**config.mk**
```make
export PLATFORM = sky130hd
export DESIGN_NAME = exec_issue_scheduler
export DESIGN_NICKNAME = d
export VERILOG_FILES = /design/src/rtl/exec_issue_scheduler.sv
export SDC_FILE = /design/constraint.sdc
export NUM_CORES = 1
export LEC_CHECK = 0
export BUFFER_PORTS_ARGS = -buffer_cell sky130_fd_sc_hd__buf_2
export CAP_MARGIN = 20
export CORE_UTILIZATION = 37
export CTS_BUF_LIST = sky130_fd_sc_hd__clkbuf_8
export CTS_CLUSTER_SIZE = 14
export DETAILED_ROUTE_END_ITERATION = 7
export PLACE_DENSITY_LB_ADDON = 0.12
export SETUP_SLACK_MARGIN = 0.2
export SKIP_CTS_REPAIR_TIMING = 1
export SYNTH_ARGS = -nofsm -noshare
export SYNTH_HDL_FRONTEND = slang
export SYNTH_SLANG_ARGS = --single-unit
```
**constraint.sdc**
```tcl
create_clock -name clk -period 1.9 [get_ports clk]
set_input_delay 0.475 -clock clk [delete_from_list [all_inputs] [get_ports clk]]
set_output_delay 0.475 -clock clk [all_outputs]
set_load 0.05 [all_outputs]
```
**src/rtl/exec_issue_scheduler.sv**
```systemverilog
// exec_issue_scheduler: issues one of the integer / load-store / branch reservation stations to Execute per cycle.
// Defining ISSUE_PERF_CNT_EN builds the perf_issued / perf_stalled counters; otherwise both ports read zero.
module exec_issue_scheduler #(
    parameter int unsigned LS_LATENCY = 2,
    parameter logic [2:0]  IDLE_CODE  = 3'b000
) (
    input  logic        clk,
    input  logic        reset_n,
    input  logic        kill,
    input  logic        stall,
    input  logic        req_int,
    input  logic        req_ls,
    input  logic        req_branch,
    input  logic        branch_resolved,
    output logic        gnt_int,
    output logic        gnt_ls,
    output logic        gnt_branch,
    output logic        issue_valid,
    output logic [2:0]  rs_destination,
    output logic        ls_busy,
    output logic [31:0] perf_issued,
    output logic [31:0] perf_stalled
);
    localparam logic [2:0] RS_INTEGER    = 3'b001;
    localparam logic [2:0] RS_LOAD_STORE = 3'b010;
    localparam logic [2:0] RS_BRANCH     = 3'b100;
    localparam logic [0:0] ISSUE         = 1'b0;
    localparam logic [0:0] BR_WAIT       = 1'b1;
    localparam logic [3:0] LS_LOAD       = 4'(LS_LATENCY - 1);

    logic [0:0] state;
    logic       ptr_ls;
    logic [2:0] mask;
    logic [3:0] ls_cnt;
    logic       can_issue, elig_int, elig_ls, elig_br, pick_int, pick_ls, pick_br;

    assign ls_busy = ls_cnt != 4'd0;

    // mask holds last cycle's grant so a still-held request is not granted twice
    always_comb begin
        can_issue = state == ISSUE && !stall && !kill;
        elig_br   = req_branch && !mask[2];
        elig_ls   = req_ls && !mask[1] && !ls_busy;
        elig_int  = req_int && !mask[0];
        pick_br   = can_issue && elig_br;
        pick_int  = can_issue && !elig_br && elig_int && (!elig_ls || !ptr_ls);
        pick_ls   = can_issue && !elig_br && elig_ls && (!elig_int || ptr_ls);
    end

    always_ff @(posedge clk or negedge reset_n) begin
        if (!reset_n) begin
            state          <= ISSUE;
            ptr_ls         <= 1'b0;
            mask           <= '0;
            ls_cnt         <= '0;
            gnt_int        <= 1'b0;
            gnt_ls         <= 1'b0;
            gnt_branch     <= 1'b0;
            issue_valid    <= 1'b0;
            rs_destination <= IDLE_CODE;
        end else begin
            gnt_int        <= pick_int;
            gnt_ls         <= pick_ls;
            gnt_branch     <= pick_br;
            issue_valid    <= pick_int || pick_ls || pick_br;
            rs_destination <= pick_br ? RS_BRANCH : pick_ls ? RS_LOAD_STORE : pick_int ? RS_INTEGER : IDLE_CODE;
            if (kill || (state == BR_WAIT && branch_resolved))
                state <= ISSUE;
            else if (pick_br)
                state <= BR_WAIT;
            if (pick_int || pick_ls)
                ptr_ls <= pick_int;
            if (kill)
                mask <= '0;
            else if (!stall)
                mask <= {pick_br, pick_ls, pick_int};
            // an in-flight load/store keeps draining through a kill
            if (pick_ls)
                ls_cnt <= LS_LOAD;
            else if ((kill || !stall) && ls_busy)
                ls_cnt <= ls_cnt - 4'd1;
        end
    end

`ifdef ISSUE_PERF_CNT_EN
    always_ff @(posedge clk or negedge reset_n) begin
        if (!reset_n) begin
            perf_issued  <= '0;
            perf_stalled <= '0;
        end else begin
            if (pick_int || pick_ls || pick_br)
                perf_issued <= perf_issued + 32'd1;
            if (stall || state == BR_WAIT)
                perf_stalled <= perf_stalled + 32'd1;
        end
    end
`else
    assign perf_issued  = 32'd0;
    assign perf_stalled = 32'd0;
`endif
endmodule

```
==> impl_metrics.json, run 1 <==
{
  "clk-insertion-delay-late_ns": 0.24,
  "dpl.hpwl_mm": 1.09,
  "violations": "design-rule violations",
  "period_needed_ns": 1.86,
  "cts_max_path_buffers": 2,
  "ys_types": 21,
  "yosys.area.top_type": "buf_4",
  "clock-sinks": 15,
  "n_antenna_cell": 0,
  "finalSetupViolCount": 0,
  "drt_iter0_drc": 20,
  "gr-total-overflow": 0,
  "fin_crit_sh_pct": 97.8,
  "drv_cap": 0,
  "grt_max_degree": 16,
  "rsz0062_at_grt": "yes",
  "die-area_um2": 3270,
  "portBuffers": 15,
  "end_kind": "output pin",
  "top_register": "ls_cnt",
  "die_h_um": 57.2,
  "wl_per_cell_um": 7.99,
  "routed_wl_mm": 1.40,
  "cts_max_level": 1,
  "start_kind": "register",
  "track_usage_pct": 8.14,
  "clk_pin_slew_ns": 0.05,
  "outcome": "finished with violations",
  "slowest_delay_ns": 0.40,
  "drc": 4,
  "fp-row-count": 19,
  "place_area_um2": 1020,
  "synthCells": 119,
  "top_regs": "ls_cnt: 4 flops, mask: 3 flops, rs_destination: 2 flops",
  "syn_avg_cell_area_um2": 9.47,
  "largest_register_ffs": 4,
  "slowest_stage": "dfrtp_1",
  "antenna_found_initial": 0,
  "cp_max_fo": 3,
  "power.density_nw_per_um2": 1160,
  "post-place-ws_ns": 0.170,
  "cts_tree": "built",
  "synth_warnings": 0,
  "die_w_um": 57.2,
  "finClkSkew_ns": 0.000968,
  "ir_drop_uv": 297,
  "io_pins": 80,
  "arrival_ns": 1.38,
  "avgViaCountPerCell": 3.68,
  "hold_viol_final": 0,
  "drive_above_1_share_pct": 24.3,
  "cpLargestDelayFamily": "flip-flops",
  "ant_nets": 0,
  "slew_viol_final": 0,
  "syn_area_um2": 1130,
  "path_buf_inv": 2,
  "synth_area_leaders": "buf_4, dfrtp_1, nand2b_1",
  "numCtsBuffers": 3,
  "layout.nets": 154,
  "cts-root-buf": "clkbuf_8",
  "hold_slack_ns": 0.132,
  "initial_core_util_pct": 39.8,
  "required_ns": 1.42,
  "grt_pass1_vias": 474,
  "fin_util_pct": 40.2,
  "fin_area_um2": 1140,
  "vias": 644,
  "grt_pass1_wl_mm": 2.06,
  "area_growth_pct": 0.888,
  "drt_first_pass_iters": 8,
  "p_leak_uw": 0.000676,
  "synth_top_area_share_pct": 43.3,
  "ys_seq_area_share_pct": 33.3,
  "path_class": "register to output pin",
  "synth_seq_cells": 15,
  "crit_chain": "inv_2, ha_4, or3b_4, buf_8",
  "core_um2": 2830,
  "fin_ws_ns": 0.0418,
  "hold_path_class": "input pin to async pin",
  "fmax_mhz": 538,
  "gp_congestion": 0.704
}
cells in the final DEF, fill, tap and decap left out, drive strengths merged, types with 3 or more instances in the layout:
cell type	Yosys	layout
nor2b	3	3
clkbuf	0	3
a21oi	3	3
a21o	4	4
inv	3	4
conb	1	64
buf	65	23
a211oi	3	3
nand2b	4	4
nor2	3	3
dfrtp	15	15
worst register-to-register path: stages, from the launching register on:
cell,delay [ns]
dfrtp_1,0.40
inv_2,0.08
ha_4,0.13
or3b_4,0.38
buf_4,0.15
nor3b_4,0.26
o211a_1,0.25
nand2b_1,0.11
stage by stage:
stage / instances / power (uW) / TNS (ns)
final: 175 / 1320 / 0
after CTS: 171 / 1220 / -0.0983
after global routing: 175 / 1390 / 0
after detailed placement: 167 / 973 / 0
after floorplan: 182 / 1010 / 0
after global placement: 167 / 969 / 0
metal layers:
| metal | track usage [%] | share of wire [%] |
|---|---|---|
| met2 | 13.9 | 49 |
| met1 | 9.69 | 39 |
| met3 | 3.63 | 12 |
| met4 | 1.05 | 0 |
| met5 | 0 | 0 |
kinds of logic after synthesis:
group	after synthesis	share of synthesized area (%)
AOI/OAI and AO/OA	14	8.99
xor gates and xnor gates	2	1.55
adders and majority gates	1	1.11
buffers and inverters	68	44.3
DFF	15	33.3
other	1	0.333
and+or+nand+nor	18	10.4
final timing paths:
| path | end | slack (ns) | cells past startpoint | from |
|---|---|---|---|---|
| max | ls_busy | 0.04 | 4 | ls_cnt[0]$_DFFE_PN0P_ |
| min | rs_destination[0]$_DFF_PN0_ | 0.13 | 1 | reset_n |
| max reg2reg | ls_cnt[0]$_DFFE_PN0P_ | 0.08 | 7 | ls_cnt[0]$_DFFE_PN0P_ |
| min reg2reg | mask[2]$_DFFE_PN0N_ | 0.47 | 1 | mask[2]$_DFFE_PN0N_ |
| max in group asynchronous | ls_cnt[2]$_DFFE_PN0P_ | 1.51 | 1 | reset_n |
| min in group clk | state$_DFFE_PN0P_ | 0.41 | 2 | kill |
power by group:
group          leakage, uW  internal (uW)  switching [uW]
Clock            0.0000269            143            97.1
Sequential        0.000194            380            57.6
Combinational     0.000456            190             449
cell type report:
class                           instances  area, um2
Multi-Input combinational cell         99        518
Sequential cell                        15        375
Timing Repair Buffer                   23        149
Tap cell                               31       38.8
Inverter                                3       11.3
Clock inverter                          1       3.75
Fill cell                             267       1690
Clock buffer                            3       41.3
cells in the mapped netlist:
master / number
buf_4: 65
dfrtp_1: 15
nand2b_1: 4
a211oi_1: 3
a21o_1: 3
a21oi_1: 3
inv_1: 3
nor2_1: 3
nor2b_1: 3
a31oi_1: 2
nand2_1: 2
o211a_1: 2
or3_1: 2
xnor2_1: 2
a21o_2: 1
conb_1: 1
ha_1: 1
nor3_1: 1
nor3b_4: 1
or3b_4: 1
or4_1: 1
No activity file was read; power rests on OpenSTA's default activity.
==> run 2, diff against run 1 <==
- BUFFER_PORTS_ARGS: -buffer_cell sky130_fd_sc_hd__buf_2 -> -buffer_cell sky130_fd_sc_hd__buf_4
==> run 2 against run 1 <==
The run still ends with design-rule violations left. Largest power group unchanged. Final cell count down 0.57%. Fmax shrank 1.8%. Core utilization rose by 1.7 points.
==> impl_metrics.json, run 2 (synthesized netlist as in run 1, its figures left out) <==
{
  "cts_tree": "built",
  "cts-root-buf": "clkbuf_8",
  "slowest_delay_ns": 0.40,
  "initial_core_util_pct": 39.8,
  "rsz0062_at_grt": "yes",
  "dpl.hpwl_mm": 1.14,
  "final_common_cell": "conb_1",
  "grt_max_degree": 16,
  "ir_drop_uv": 380,
  "power.density_nw_per_um2": 1140,
  "portBuffers": 15,
  "ant_nets": 0,
  "die-area_um2": 3270,
  "end_kind": "output pin",
  "required_ns": 1.42,
  "wl_per_cell_um": 8.67,
  "cp_max_fo": 3,
  "die_w_um": 57.2,
  "fp-row-count": 19,
  "finClkSkew_ns": 0.00200,
  "layout_common_cells": "conb_1, buf_4, dfrtp_1",
  "total_power_uw": 1350,
  "r2r_end": "ls_cnt[0]$_DFFE_PN0P_",
  "drc": 4,
  "start_kind": "register",
  "drive_above_1_share_pct": 25.2,
  "vias": 633,
  "outcome": "finished with violations",
  "clk_pin_slew_ns": 0.06,
  "track_usage_pct": 8.43,
  "grt_pass1_wl_mm": 2.13,
  "clk-insertion-delay-late_ns": 0.24,
  "hold_viol_final": 0,
  "post-place-ws_ns": 0.183,
  "n_antenna_cell": 0,
  "p_leak_uw": 0.000682,
  "area_growth_pct": 5.11,
  "r2r_cells": 6,
  "numCtsBuffers": 3,
  "fin_crit_sh_pct": 99.6,
  "top_register": "ls_cnt",
  "largest_register_ffs": 4,
  "gp_congestion": 0.686,
  "path_buf_inv": 2,
  "layout.nets": 153,
  "fmax_mhz": 528,
  "die_h_um": 57.2,
  "fin_cells": 174,
  "dp.cells": 166,
  "grt_pass1_vias": 475,
  "hold_path_class": "input pin to async pin",
  "slew_viol_final": 0,
  "core_um2": 2830,
  "fin_ws_ns": 0.00699,
  "drt_iter0_drc": 34,
  "arrival_ns": 1.42,
  "top_regs": "ls_cnt: 4 flops, mask: 3 flops, rs_destination: 2 flops",
  "cts_max_path_buffers": 2,
  "avgViaCountPerCell": 3.64,
  "gr-total-overflow": 0,
  "crit_chain": "inv_2, ha_4, or3b_4, buf_8",
  "routed_wl_mm": 1.51,
  "antenna_found_initial": 0,
  "finalSetupViolCount": 0,
  "cts_max_level": 1,
  "io_pins": 80,
  "drt_first_pass_iters": 8,
  "violations": "design-rule violations",
  "drv_cap": 0,
  "path_class": "register to output pin",
  "regToRegSetupSlack_ns": 0.14,
  "clock-sinks": 15,
  "slowest_stage": "or3b_4",
  "period_needed_ns": 1.89,
  "reg2reg_from": "ls_cnt[0]$_DFFE_PN0P_",
  "cpLargestDelayFamily": "simple AND/OR/NAND/NOR gates"
}
-- run 2: routing by layer --
| metal | part of all wire (%) | wire length [um] | vias up | GRT usage, % |
|---|---|---|---|---|
| met2 | 49 | 740 | 52 | 14.3 |
| met5 | 0 | 0 | - | 0 |
| li1 | - | - | 303 | - |
| met4 | 0 | 0 | 0 | 2.09 |
| met3 | 10 | 156 | 0 | 3.40 |
| met1 | 41 | 611 | 278 | 9.99 |
-- run 2: how the worst max path moves through the flow --
| stage | from | to | depth (start not counted) |
|---|---|---|---|
| 2_1_floorplan | ls_cnt[0]$_DFFE_PN0P_ | ls_cnt[1]$_DFFE_PN0P_ | 6 |
| 3_3_place_gp | ls_cnt[0]$_DFFE_PN0P_ | ls_cnt[1]$_DFFE_PN0P_ | 6 |
| 3_5_place_dp | ls_cnt[1]$_DFFE_PN0P_ | ls_cnt[1]$_DFFE_PN0P_ | 6 |
| 4_1_cts | ls_cnt[1]$_DFFE_PN0P_ | ls_busy | 4 |
| 5_1_grt | ls_cnt[0]$_DFFE_PN0P_ | ls_busy | 4 |
| 6_report | ls_cnt[0]$_DFFE_PN0P_ | ls_busy | 4 |
-- run 2: worst reg2reg max path: stages (launching register included) --
cell and delay, ns:
dfrtp_1 0.39, inv_2 0.08, ha_4 0.13, or3b_4 0.40, nor3b_4 0.26, o211a_1 0.28
nand2b_4 0.15
-- run 2: final cells by class --
type / count / area (um2)
clock buffer: 3 / 41.3
sequential: 15 / 375
fill: 271 / 1640
tap: 31 / 38.8
timing repair buffer: 22 / 180
inverter: 3 / 11.3
multi-input combinational: 99 / 534
clock inverter: 1 / 3.75
-- run 2: power by group --
part	total (uW)	internal, uW	switching [uW]
clock	245	143	102
combinational	669	205	464
sequential	441	380	60.8
-- run 2: through the flow --
| stage | instance area [um2] | setup TNS (ns) | utilization [%] | hold slack (ns) |
|---|---|---|---|---|
| global route | 1180 | -0.0379 | 41.9 | 0.0797 |
| global placement | 1050 | 0 | 37.2 | 0.340 |
| floorplan | 1370 | 0 | - | 0.179 |
| CTS | 1100 | -0.0816 | 38.8 | 0.0761 |
| finish | 1180 | 0 | 41.9 | 0.0758 |
| detailed placement | 1050 | 0 | 37.2 | 0.340 |
==> run 3, diff against run 2 <==
- CORE_MARGIN: unset -> 5
==> run 3 against run 2 <==
The flow now finishes without violations. Critical path depth did not move. Via count down 0.63%. Core utilization down 3.4 points. Setup slack better by 0.010 ns. Final cell count did not move. Non-clock buffer count is 2 lower. Sequential power hardly changed. Critical path type unchanged. Largest power group unchanged.
==> impl_metrics.json, run 3 (synthesized netlist as in run 1, its figures left out) <==
{
  "outcome": "finished, final reports clean",
  "cpLargestDelayFamily": "flip-flops",
  "gr-total-overflow": 0,
  "path_depth": 4,
  "end_kind": "output pin",
  "area_growth_pct": 1.78,
  "io_pins": 80,
  "drv_cap": 0,
  "multi_input_area_um2": 512,
  "hold_viol_final": 0,
  "regToRegSetupSlack_ns": 0.07,
  "fin_cells": 174,
  "required_ns": 1.42,
  "crit_chain": "inv_2, ha_4, or3b_4, buf_8",
  "power.density_nw_per_um2": 1140,
  "reg2reg_from": "ls_cnt[1]$_DFFE_PN0P_",
  "grt_pass1_wl_mm": 2.45,
  "vias": 629,
  "finClkSkew_ns": 0.00343,
  "layout_common_cells": "conb_1, buf_4, dfrtp_1",
  "seqCellArea_um2": 375,
  "die_w_um": 65.2,
  "slowest_stage": "dfrtp_1",
  "drt_first_pass_iters": 4,
  "initial_core_util_pct": 37.9,
  "path_buf_inv": 2,
  "start_kind": "register",
  "fin_area_um2": 1150,
  "rsz0062_at_grt": "yes",
  "cp_max_fo": 4,
  "fill_cells": 305,
  "clock-sinks": 15,
  "drc": 0,
  "clk_pin_slew_ns": 0.06,
  "dp.cells": 169,
  "cts_tree": "built",
  "p_leak_uw": 0.000665,
  "avgViaCountPerCell": 3.61,
  "place_area_um2": 1060,
  "slowest_delay_ns": 0.40,
  "path_class": "register to output pin",
  "fmax_mhz": 531,
  "largest_register_ffs": 4,
  "grt_max_degree": 16,
  "fin_util_pct": 38.5,
  "cts_max_path_buffers": 2,
  "grt_pass1_vias": 555,
  "cts-root-buf": "clkbuf_8",
  "slew_viol_final": 0,
  "die-area_um2": 4250,
  "die_h_um": 65.2,
  "clk-insertion-delay-late_ns": 0.25,
  "arrival_ns": 1.41,
  "n_antenna_cell": 0,
  "routed_wl_mm": 1.74,
  "fp-row-count": 20,
  "r2r_cells": 7,
  "drive_above_1_share_pct": 22.7,
  "antenna_found_initial": 0,
  "track_usage_pct": 7.70,
  "final_common_cell": "conb_1",
  "fin_tns_setup_ns": 0,
  "ir_drop_uv": 238,
  "hold_path_class": "input pin to async pin",
  "numCtsBuffers": 3,
  "period_needed_ns": 1.88,
  "top_regs": "ls_cnt: 4 flops, mask: 3 flops, rs_destination: 2 flops",
  "layout.nets": 151,
  "dpl.hpwl_mm": 1.44,
  "gp_congestion": 0.664,
  "fin_crit_sh_pct": 99.1,
  "wl_per_cell_um": 10.0,
  "portBuffers": 15,
  "r2r_end": "ls_cnt[0]$_DFFE_PN0P_",
  "core_um2": 2980,
  "finalSetupViolCount": 0,
  "cts_max_level": 1,
  "hold_slack_ns": 0.0709,
  "drt_iter0_drc": 6,
  "ant_nets": 0,
  "top_register": "ls_cnt"
}
[run 3: how the worst max path moves through the flow]
| stage | start | end | slack (ns) |
|---|---|---|---|
| global placement | ls_cnt[0]$_DFFE_PN0P_ | ls_cnt[1]$_DFFE_PN0P_ | 0.20 |
| detailed placement | ls_cnt[0]$_DFFE_PN0P_ | ls_busy | 0.19 |
| global route | ls_cnt[0]$_DFFE_PN0P_ | ls_busy | -0.03 |
| floorplan | ls_cnt[0]$_DFFE_PN0P_ | ls_cnt[1]$_DFFE_PN0P_ | 0.14 |
| CTS | ls_cnt[0]$_DFFE_PN0P_ | ls_busy | -0.08 |
| finish | ls_cnt[1]$_DFFE_PN0P_ | ls_busy | 0.02 |
[run 3: area by class of cell]
class | count | share of cell area, %
well taps | 33 | 3.60
multi-input cells | 99 | 44.6
inverters | 3 | 0.981
flip-flops and latches | 15 | 32.7
clock buffers | 3 | 3.60
clock inverters | 1 | 0.436
repair buffers | 20 | 14.1
[run 3: power by group]
| group | internal, uW | switching, uW |
|---|---|---|
| Clock | 145 | 111 |
| Sequential | 380 | 60.4 |
| Combinational | 173 | 444 |
| Total | 698 | 615 |
[run 3: per-stage QoR]
| step | setup WS, ns | power (uW) |
|---|---|---|
| after floorplan | 0.140 | 1010 |
| after global placement | 0.205 | 984 |
| after detailed placement | 0.194 | 988 |
| after CTS | -0.0754 | 1250 |
| after global routing | -0.0290 | 1400 |
| final | 0.0171 | 1310 |
[run 3: metal layers]
metal / up-vias / part of all wire [%] / track usage [%]
met5: - / 0 / 0
met4: 0 / 0.46 / 4.66
met3: 2 / 14 / 3.59
met2: 42 / 47 / 11.3
met1: 289 / 38 / 9.09
li1: 296 / - / -
[run 3: worst reg2reg max path: cells and delay by family (launching register included)]
family,cells,cell delay [ns]
AOI/OAI and AO/OA,1,0.25
adders and majority gates,1,0.14
buffers and inverters,2,0.23
DFF,1,0.40
and+or+nand+nor,3,0.75
